$ cat src/rtl/l1_load_miss_queue_pkg.sv
// Shared L1 miss-queue definitions: cache geometry and the miss-entry state encoding.
package l1_load_miss_queue_pkg;

  localparam int unsigned L1_NUM_WAYS        = 4;
  localparam int unsigned L1_WAY_WIDTH       = $clog2(L1_NUM_WAYS);
  localparam int unsigned L1_SET_INDEX_WIDTH = 6;
  localparam int unsigned L1_TAG_WIDTH       = 20;
  localparam int unsigned L1_LINE_ADDR_WIDTH = L1_TAG_WIDTH + L1_SET_INDEX_WIDTH;

  typedef enum logic [1:0] {
    StIdle    = 2'd0,
    StPending = 2'd1,
    StIssued  = 2'd2
  } miss_state_t;

endpackage

$ cat src/rtl/l1_miss_issue_arbiter.sv
// Picks one PENDING miss entry for L2 issue and holds it until the handshake completes.
// L1_MISS_QUEUE_RR_EN selects round-robin order; otherwise the lowest index wins.
module l1_miss_issue_arbiter #(
  parameter int unsigned NumReq = 4
) (
  input  logic                      clk,
  input  logic                      reset,
  input  logic [NumReq-1:0]         req_i,
  input  logic                      ready_i,
  output logic [NumReq-1:0]         grant_o,
  output logic [$clog2(NumReq)-1:0] grant_idx_o,
  output logic                      grant_valid_o
);

  localparam int unsigned IdxW = $clog2(NumReq);

  logic            lock_q;
  logic [IdxW-1:0] lock_idx_q;
  logic [IdxW-1:0] sel_idx;
  logic            sel_valid;

`ifdef L1_MISS_QUEUE_RR_EN
  logic [IdxW-1:0] ptr_q;

  // Scan downward so the smallest offset from the pointer is the last (winning) assignment.
  always_comb begin
    sel_valid = 1'b0;
    sel_idx   = '0;
    for (int k = int'(NumReq) - 1; k >= 0; k--) begin
      if (req_i[ptr_q + IdxW'(k)]) begin
        sel_valid = 1'b1;
        sel_idx   = ptr_q + IdxW'(k);
      end
    end
  end

  always_ff @(posedge clk or posedge reset) begin
    if (reset) begin
      ptr_q <= '0;
    end else if (grant_valid_o && ready_i) begin
      ptr_q <= grant_idx_o + IdxW'(1);
    end
  end
`else
  always_comb begin
    sel_valid = 1'b0;
    sel_idx   = '0;
    for (int k = int'(NumReq) - 1; k >= 0; k--) begin
      if (req_i[k]) begin
        sel_valid = 1'b1;
        sel_idx   = IdxW'(k);
      end
    end
  end
`endif

  // A request presented without ready stays selected so L2 sees stable addr/id.
  always_comb begin
    grant_valid_o = sel_valid;
    grant_idx_o   = sel_idx;
    if (lock_q && req_i[lock_idx_q]) begin
      grant_valid_o = 1'b1;
      grant_idx_o   = lock_idx_q;
    end
    grant_o = '0;
    if (grant_valid_o) begin
      grant_o[grant_idx_o] = 1'b1;
    end
  end

  always_ff @(posedge clk or posedge reset) begin
    if (reset) begin
      lock_q     <= 1'b0;
      lock_idx_q <= '0;
    end else begin
      lock_q     <= grant_valid_o && !ready_i;
      lock_idx_q <= grant_idx_o;
    end
  end

endmodule

$ cat src/rtl/l1_load_miss_queue.sv
// Outstanding L1 load-miss tracker: allocates or merges misses, issues L2 fills, then drives the
// tag update and strand wake-up. Define L1_MISS_QUEUE_RR_EN for round-robin issue order.
module l1_load_miss_queue
  import l1_load_miss_queue_pkg::*;
#(
  parameter int unsigned NUM_ENTRIES = 4,
  parameter int unsigned NUM_STRANDS = 4
) (
  input  logic                           clk,
  input  logic                           reset,
  input  logic                           request_i,
  input  logic [L1_LINE_ADDR_WIDTH-1:0]  request_addr,
  input  logic [L1_WAY_WIDTH-1:0]        request_way,
  input  logic [$clog2(NUM_STRANDS)-1:0] request_strand,
  output logic                           full_o,
  output logic                           l2_req_valid,
  input  logic                           l2_req_ready,
  output logic [L1_LINE_ADDR_WIDTH-1:0]  l2_req_addr,
  output logic [$clog2(NUM_ENTRIES)-1:0] l2_req_id,
  input  logic                           l2_rsp_valid,
  input  logic [$clog2(NUM_ENTRIES)-1:0] l2_rsp_id,
  output logic                           update_o,
  output logic [L1_WAY_WIDTH-1:0]        update_way_o,
  output logic [L1_TAG_WIDTH-1:0]        update_tag_o,
  output logic [L1_SET_INDEX_WIDTH-1:0]  update_set_o,
  output logic [NUM_STRANDS-1:0]         wake_bitmap_o
);

  localparam int unsigned IdW = $clog2(NUM_ENTRIES);

  miss_state_t                   state_q  [NUM_ENTRIES];
  miss_state_t                   state_d  [NUM_ENTRIES];
  logic [L1_LINE_ADDR_WIDTH-1:0] addr_q   [NUM_ENTRIES];
  logic [L1_WAY_WIDTH-1:0]       way_q    [NUM_ENTRIES];
  logic [NUM_STRANDS-1:0]        bitmap_q [NUM_ENTRIES];
  logic [NUM_STRANDS-1:0]        bitmap_d [NUM_ENTRIES];

  logic [NUM_ENTRIES-1:0] match, idle, pending, grant;
  logic [NUM_STRANDS-1:0] strand_bit;
  logic [IdW-1:0]         alloc_idx, grant_idx;
  logic                   hit, alloc, grant_valid, handshake, rsp_hit;

  logic                          update_q;
  logic [L1_WAY_WIDTH-1:0]       upd_way_q;
  logic [L1_LINE_ADDR_WIDTH-1:0] upd_addr_q;
  logic [NUM_STRANDS-1:0]        wake_q;

  always_comb begin
    match      = '0;
    idle       = '0;
    pending    = '0;
    strand_bit = '0;
    strand_bit[request_strand] = 1'b1;
    for (int i = 0; i < int'(NUM_ENTRIES); i++) begin
      idle[i]    = (state_q[i] == StIdle);
      pending[i] = (state_q[i] == StPending);
      match[i]   = !idle[i] && (addr_q[i] == request_addr);
    end
  end

  always_comb begin
    alloc_idx = '0;
    for (int i = int'(NUM_ENTRIES) - 1; i >= 0; i--) begin
      if (idle[i]) alloc_idx = IdW'(i);
    end
  end

  assign hit       = |match;
  assign full_o    = ~|idle;
  assign alloc     = request_i && !hit && !full_o;
  assign handshake = l2_req_valid && l2_req_ready;
  assign rsp_hit   = l2_rsp_valid && (state_q[l2_rsp_id] == StIssued);

  l1_miss_issue_arbiter #(
    .NumReq (NUM_ENTRIES)
  ) u_arbiter (
    .clk           (clk),
    .reset         (reset),
    .req_i         (pending),
    .ready_i       (l2_req_ready),
    .grant_o       (grant),
    .grant_idx_o   (grant_idx),
    .grant_valid_o (grant_valid)
  );

  assign l2_req_valid = grant_valid;
  assign l2_req_id    = grant_idx;
  assign l2_req_addr  = addr_q[grant_idx];

  // A merge landing on the entry being completed still reaches that response's wake bitmap.
  always_comb begin
    for (int i = 0; i < int'(NUM_ENTRIES); i++) begin
      state_d[i]  = state_q[i];
      bitmap_d[i] = bitmap_q[i];
      if (request_i && match[i]) bitmap_d[i] = bitmap_q[i] | strand_bit;
      if (alloc && (alloc_idx == IdW'(i))) begin
        state_d[i]  = StPending;
        bitmap_d[i] = strand_bit;
      end
      if (handshake && grant[i]) state_d[i] = StIssued;
      if (rsp_hit && (l2_rsp_id == IdW'(i))) state_d[i] = StIdle;
    end
  end

  always_ff @(posedge clk or posedge reset) begin
    if (reset) begin
      for (int i = 0; i < int'(NUM_ENTRIES); i++) begin
        state_q[i]  <= StIdle;
        addr_q[i]   <= '0;
        way_q[i]    <= '0;
        bitmap_q[i] <= '0;
      end
    end else begin
      for (int i = 0; i < int'(NUM_ENTRIES); i++) begin
        state_q[i]  <= state_d[i];
        bitmap_q[i] <= bitmap_d[i];
      end
      if (alloc) begin
        addr_q[alloc_idx] <= request_addr;
        way_q[alloc_idx]  <= request_way;
      end
    end
  end

  always_ff @(posedge clk or posedge reset) begin
    if (reset) begin
      update_q   <= 1'b0;
      upd_way_q  <= '0;
      upd_addr_q <= '0;
      wake_q     <= '0;
    end else begin
      update_q   <= rsp_hit;
      upd_way_q  <= way_q[l2_rsp_id];
      upd_addr_q <= addr_q[l2_rsp_id];
      wake_q     <= rsp_hit ? bitmap_d[l2_rsp_id] : '0;
    end
  end

  assign update_o      = update_q;
  assign update_way_o  = upd_way_q;
  assign update_tag_o  = upd_addr_q[L1_LINE_ADDR_WIDTH-1:L1_SET_INDEX_WIDTH];
  assign update_set_o  = upd_addr_q[L1_SET_INDEX_WIDTH-1:0];
  assign wake_bitmap_o = wake_q;

  // The tag stage stalls on full_o, so only merges may arrive while full.
  assert property (@(posedge clk) disable iff (reset) !(request_i && !hit && full_o))
    else $error("miss queue: allocation attempted while full");

  assert property (@(posedge clk) disable iff (reset) $onehot0(match))
    else $error("miss queue: line tracked by more than one entry");

  assert property (@(posedge clk) disable iff (reset) !(l2_rsp_valid && !rsp_hit))
    else $warning("miss queue: response for entry %0d not ISSUED, ignored", l2_rsp_id);

endmodule

$ cat config.mk
export PLATFORM = sky130hd
export DESIGN_NAME = l1_load_miss_queue
export DESIGN_NICKNAME = d
export VERILOG_FILES = /design/src/rtl/l1_load_miss_queue_pkg.sv /design/src/rtl/l1_miss_issue_arbiter.sv /design/src/rtl/l1_load_miss_queue.sv
export SDC_FILE = /design/constraint.sdc
export NUM_CORES = 1
export LEC_CHECK = 0
export CAP_MARGIN = 20
export CORE_MARGIN = 4
export CORE_UTILIZATION = 55
export CTS_CLUSTER_DIAMETER = 40
export CTS_CLUSTER_SIZE = 24
export DETAILED_ROUTE_END_ITERATION = 16
export PLACE_DENSITY_LB_ADDON = 0.05
export SETUP_SLACK_MARGIN = 0.5
export SLEW_MARGIN = 20
export SYNTH_ARGS = -nofsm -noshare
export SYNTH_HDL_FRONTEND = slang
export SYNTH_SLANG_ARGS = --single-unit
$ cat constraint.sdc
create_clock -name clk -period 17.75 [get_ports clk]
set_input_delay 4.4375 -clock clk [delete_from_list [all_inputs] [get_ports clk]]
set_output_delay 4.4375 -clock clk [all_outputs]
set_load 0.02 [all_outputs]
==> flow_metrics.py <==
metrics = {
    "synthesis": {
        "syn_area_mm2": 0.00930,
        "yosysTopAreaCellShare_pct": 46.3,
        "synthArstFlopShare_pct": 100,
        "syn_nets": 805,
        "synthFlopType": "dfrtp_1",
        "syn_area_per_cell_um2": 12.1,
        "yosysWarnings": 0,
        "synth-edff-count": 0,
        "synth_cell_types": 51,
        "synth-seq-cells": 172,
        "yosysTopAreaCell": "dfrtp_1",
        "synth.area.top_cells": "dfrtp_1 46%, mux2_2 13%, mux4_2 7.0%, xor2_1 5.1%, xnor2_1 4.7%",
        "ys_seq_area_share_pct": 46.3,
        "netlist_instances": 768,
    },
    "timing": {
        "grt_setup_unrepaired": "no",
        "fin_ws_ns": 9.02,
        "tns_ns": 0,
        "tightest_slew_ns": 1.09,
        "layout_worst_path_cycle_share_pct": 49.2,
        "min_period_ns": 8.73,
        "fmax_ghz": 0.115,
        "setup_viol_count_final": 0,
        "hold_viol_final": 0,
        "clock_skew_ns": 0.0102,
        "slew_viol_final": 0,
        "maxSlewHeadroom_pct": 27.5,
    },
    "clock_network": {
        "cts_tree": "built",
        "clockBufferDepth": 2,
        "clk_pin_slew_ns": 0.07,
        "cts_htree_levels": 4,
        "root_buffer": "clkbuf_16",
        "post_cts_buffers": 0,
        "post_cts_resized": 0,
        "cts.sinks": 172,
        "numCtsBuffers": 17,
        "postCtsHoldBufs": 0,
        "clk_latency_ns": 0.44,
    },
    "global_route": {
        "grt_pass1_wl_um": 39000,
        "grt_max_degree": 110,
        "grt_usage_pct": 26.1,
        "antenna_found_initial": 0,
        "grt_pass1_vias": 6840,
        "gr-total-overflow": 0,
    },
    "power": {
        "p_leak_uw": 0.00457,
        "p_per_area_mw_per_mm2": 231,
        "p_total_uw": 2540,
        "peakVddDrop_v": 0.000123,
    },
    "placed_design": {
        "post-place-ws_ns": 9.39,
        "gp_congestion": 0.868,
        "hpwl_um": 16700,
        "placed_cells": 1030,
        "port_buffers": 99,
    },
    "finish": {
        "diodes": 0,
        "nNetsFinal": 867,
        "stdcell_count": 1063,
        "drive_above_1_share_pct": 23.5,
        "area_delta_synth_final_pct": 18.4,
    },
    "drt": {
        "drt_wl_total_um": 24700,
        "wl_met3_um": 1380,
        "ant_nets": 0,
        "drc_errors": 0,
        "met2_length_um": 12100,
        "wl_met1_um": 10600,
        "first_iter_violations": 392,
        "vias_per_cell": 6.09,
        "wl_per_cell_um": 23.2,
        "top_layer": "met4",
        "drt-pass1-iter-count": 4,
        "vias": 6470,
    },
    "min_path": {
        "hold_class": "reg -> reg",
    },
    "critical_path": {
        "r2r_slack_ns": 14.02,
        "worst_setup_path_start_kind": "register",
        "crit_cells": 10,
        "r2r_cells": 9,
        "slowest_delay_ns": 0.62,
        "crit_top_cell": "buf_4",
        "cp-end-kind": "output port",
        "path_class": "reg -> out",
        "rr_endpoint": "wake_bitmap_o[0]",
        "cp.arrival_ns": 4.29,
        "slowest_stage": "buf_4",
        "worstPathRequired_ns": 13.31,
        "endpoint": "l2_req_addr[13]",
        "crit_buf_inv": 4,
        "crit_fanout": 55,
        "crit_family": "buffers and inverters",
        "reg2reg_from": "addr_q[10]",
        "path_cells": "nor2b_1, mux4_2, nand2_1, mux2i_4, buf_4, inv_1, buf_4, a211oi_1, a21oi_1, clkdlybuf4s50_1",
        "crit_path_start": "state_q[6]",
    },
    "floorplan": {
        "rows": 47,
        "fp.coreArea_mm2": 0.0166,
        "die_area_mm2": 0.0191,
        "chipWidth_um": 138,
        "start_util_pct": 56.1,
        "io_pins": 100,
        "die_h_um": 138,
    },
    "status": {
        "status": "completed",
    },
    "flow_run": {
        "drv_cap": 0,
    },
}
per-stage QoR:
stage | hold WS (ns) | utilization (%) | cell area (µm²)
CTS | 0.480 | 66.2 | 11000
finish | 0.479 | 66.4 | 11000
floorplan | 0.441 | - | 9300
global route | 0.504 | 66.4 | 11000
detailed placement | 0.463 | 62.4 | 10300
global placement | 0.455 | 62.4 | 10300
registers in the layout, indices dropped and copies added (netlist names), 2 cells and up:
register / count
wake_bitmap_o: 4
u_arbiter.lock_idx_q: 2
upd_addr_q: 26
addr_q: 104
state_q: 8
bitmap_q: 16
way_q: 8
update_way_o: 2
logic make-up after synthesis:
logic type | Yosys count | synth area share (%)
AOI/OAI and AO/OA | 112 | 8.69
xor gates and xnor gates | 104 | 9.79
buffers and inverters | 77 | 3.66
DFF | 172 | 46.3
muxes | 167 | 23.4
and+or+nand+nor | 136 | 8.23
worst min-delay path by stage:
stage,start,to,slack (ns),cells after the start
4_1_cts,way_q[7],way_q[7],0.48,2
3_3_place_gp,way_q[7],way_q[7],0.45,2
5_1_grt,way_q[7],way_q[7],0.50,2
2_1_floorplan,way_q[6],way_q[6],0.44,2
6_report,way_q[6],way_q[6],0.48,2
3_5_place_dp,way_q[7],way_q[7],0.46,2
worst min-delay path: stages, from the launching register on:
cell and delay, ns:
dfrtp_1 0.35, nand2_1 0.05, nand2_1 0.05
synth_stat cells, types with 11 or more instances:
library cell and instances:
nor4_1 11, xnor2_1 50, and2_1 28, xor2_1 54, mux2i_1 28, dfrtp_1 172
inv_1 13, mux2_2 110, mux4_2 29, clkbuf_1 27, nand4_1 14, nor2_1 22
a211oi_1 30, nand2_1 22, a21oi_1 34, buf_2 26
report_power, final:
group          internal (µW)  total, µW  switching [µW]
clock                    238        405             167
sequential               585        772             187
combinational            665       1360             698
total                   1490       2540            1050
per-layer routing:
metal	vias to the layer above	GRT usage, %
met1	3315	34.6
met3	44	5.90
met2	198	42.3
li1	2913	-
met4	0	9.67
met5	-	0
area by class of cell:
class                   instances  area, µm²
clock inverters                15        210
multi-input cells             519       4680
flip-flops and latches        172       4300
well taps                     220        275
clock buffers                  17        425
fillers                      1269       5570
repair buffers                107       1060
inverters                      13       56.3
cells in the final DEF, fill, tap and decap left out, types with 3 or more instances in the layout:
master,netlist,routed
nor2b_1,6,6
o22ai_1,5,5
nand2_1,22,22
a211oi_1,30,30
o32ai_1,4,4
clkdlybuf4s50_1,0,97
buf_4,1,7
clkinv_4,0,3
mux4_2,29,29
o21ai_0,5,5
a22o_1,9,9
o21ai_1,4,4
and2_1,28,28
mux2_2,110,110
and3_1,5,5
mux2i_1,28,26
xor2_1,54,54
nor2_1,22,22
bufinv_16,0,4
a32o_1,4,4
nor4_1,11,11
clkbuf_16,0,17
inv_1,13,12
xnor2_1,50,50
a21oi_1,34,34
nand4_1,14,14
nor3_1,10,10
dfrtp_1,172,172
o211a_1,5,5
inv_6,0,5
a31o_2,4,4
Note: power is estimated with default switching activity, not from simulation.
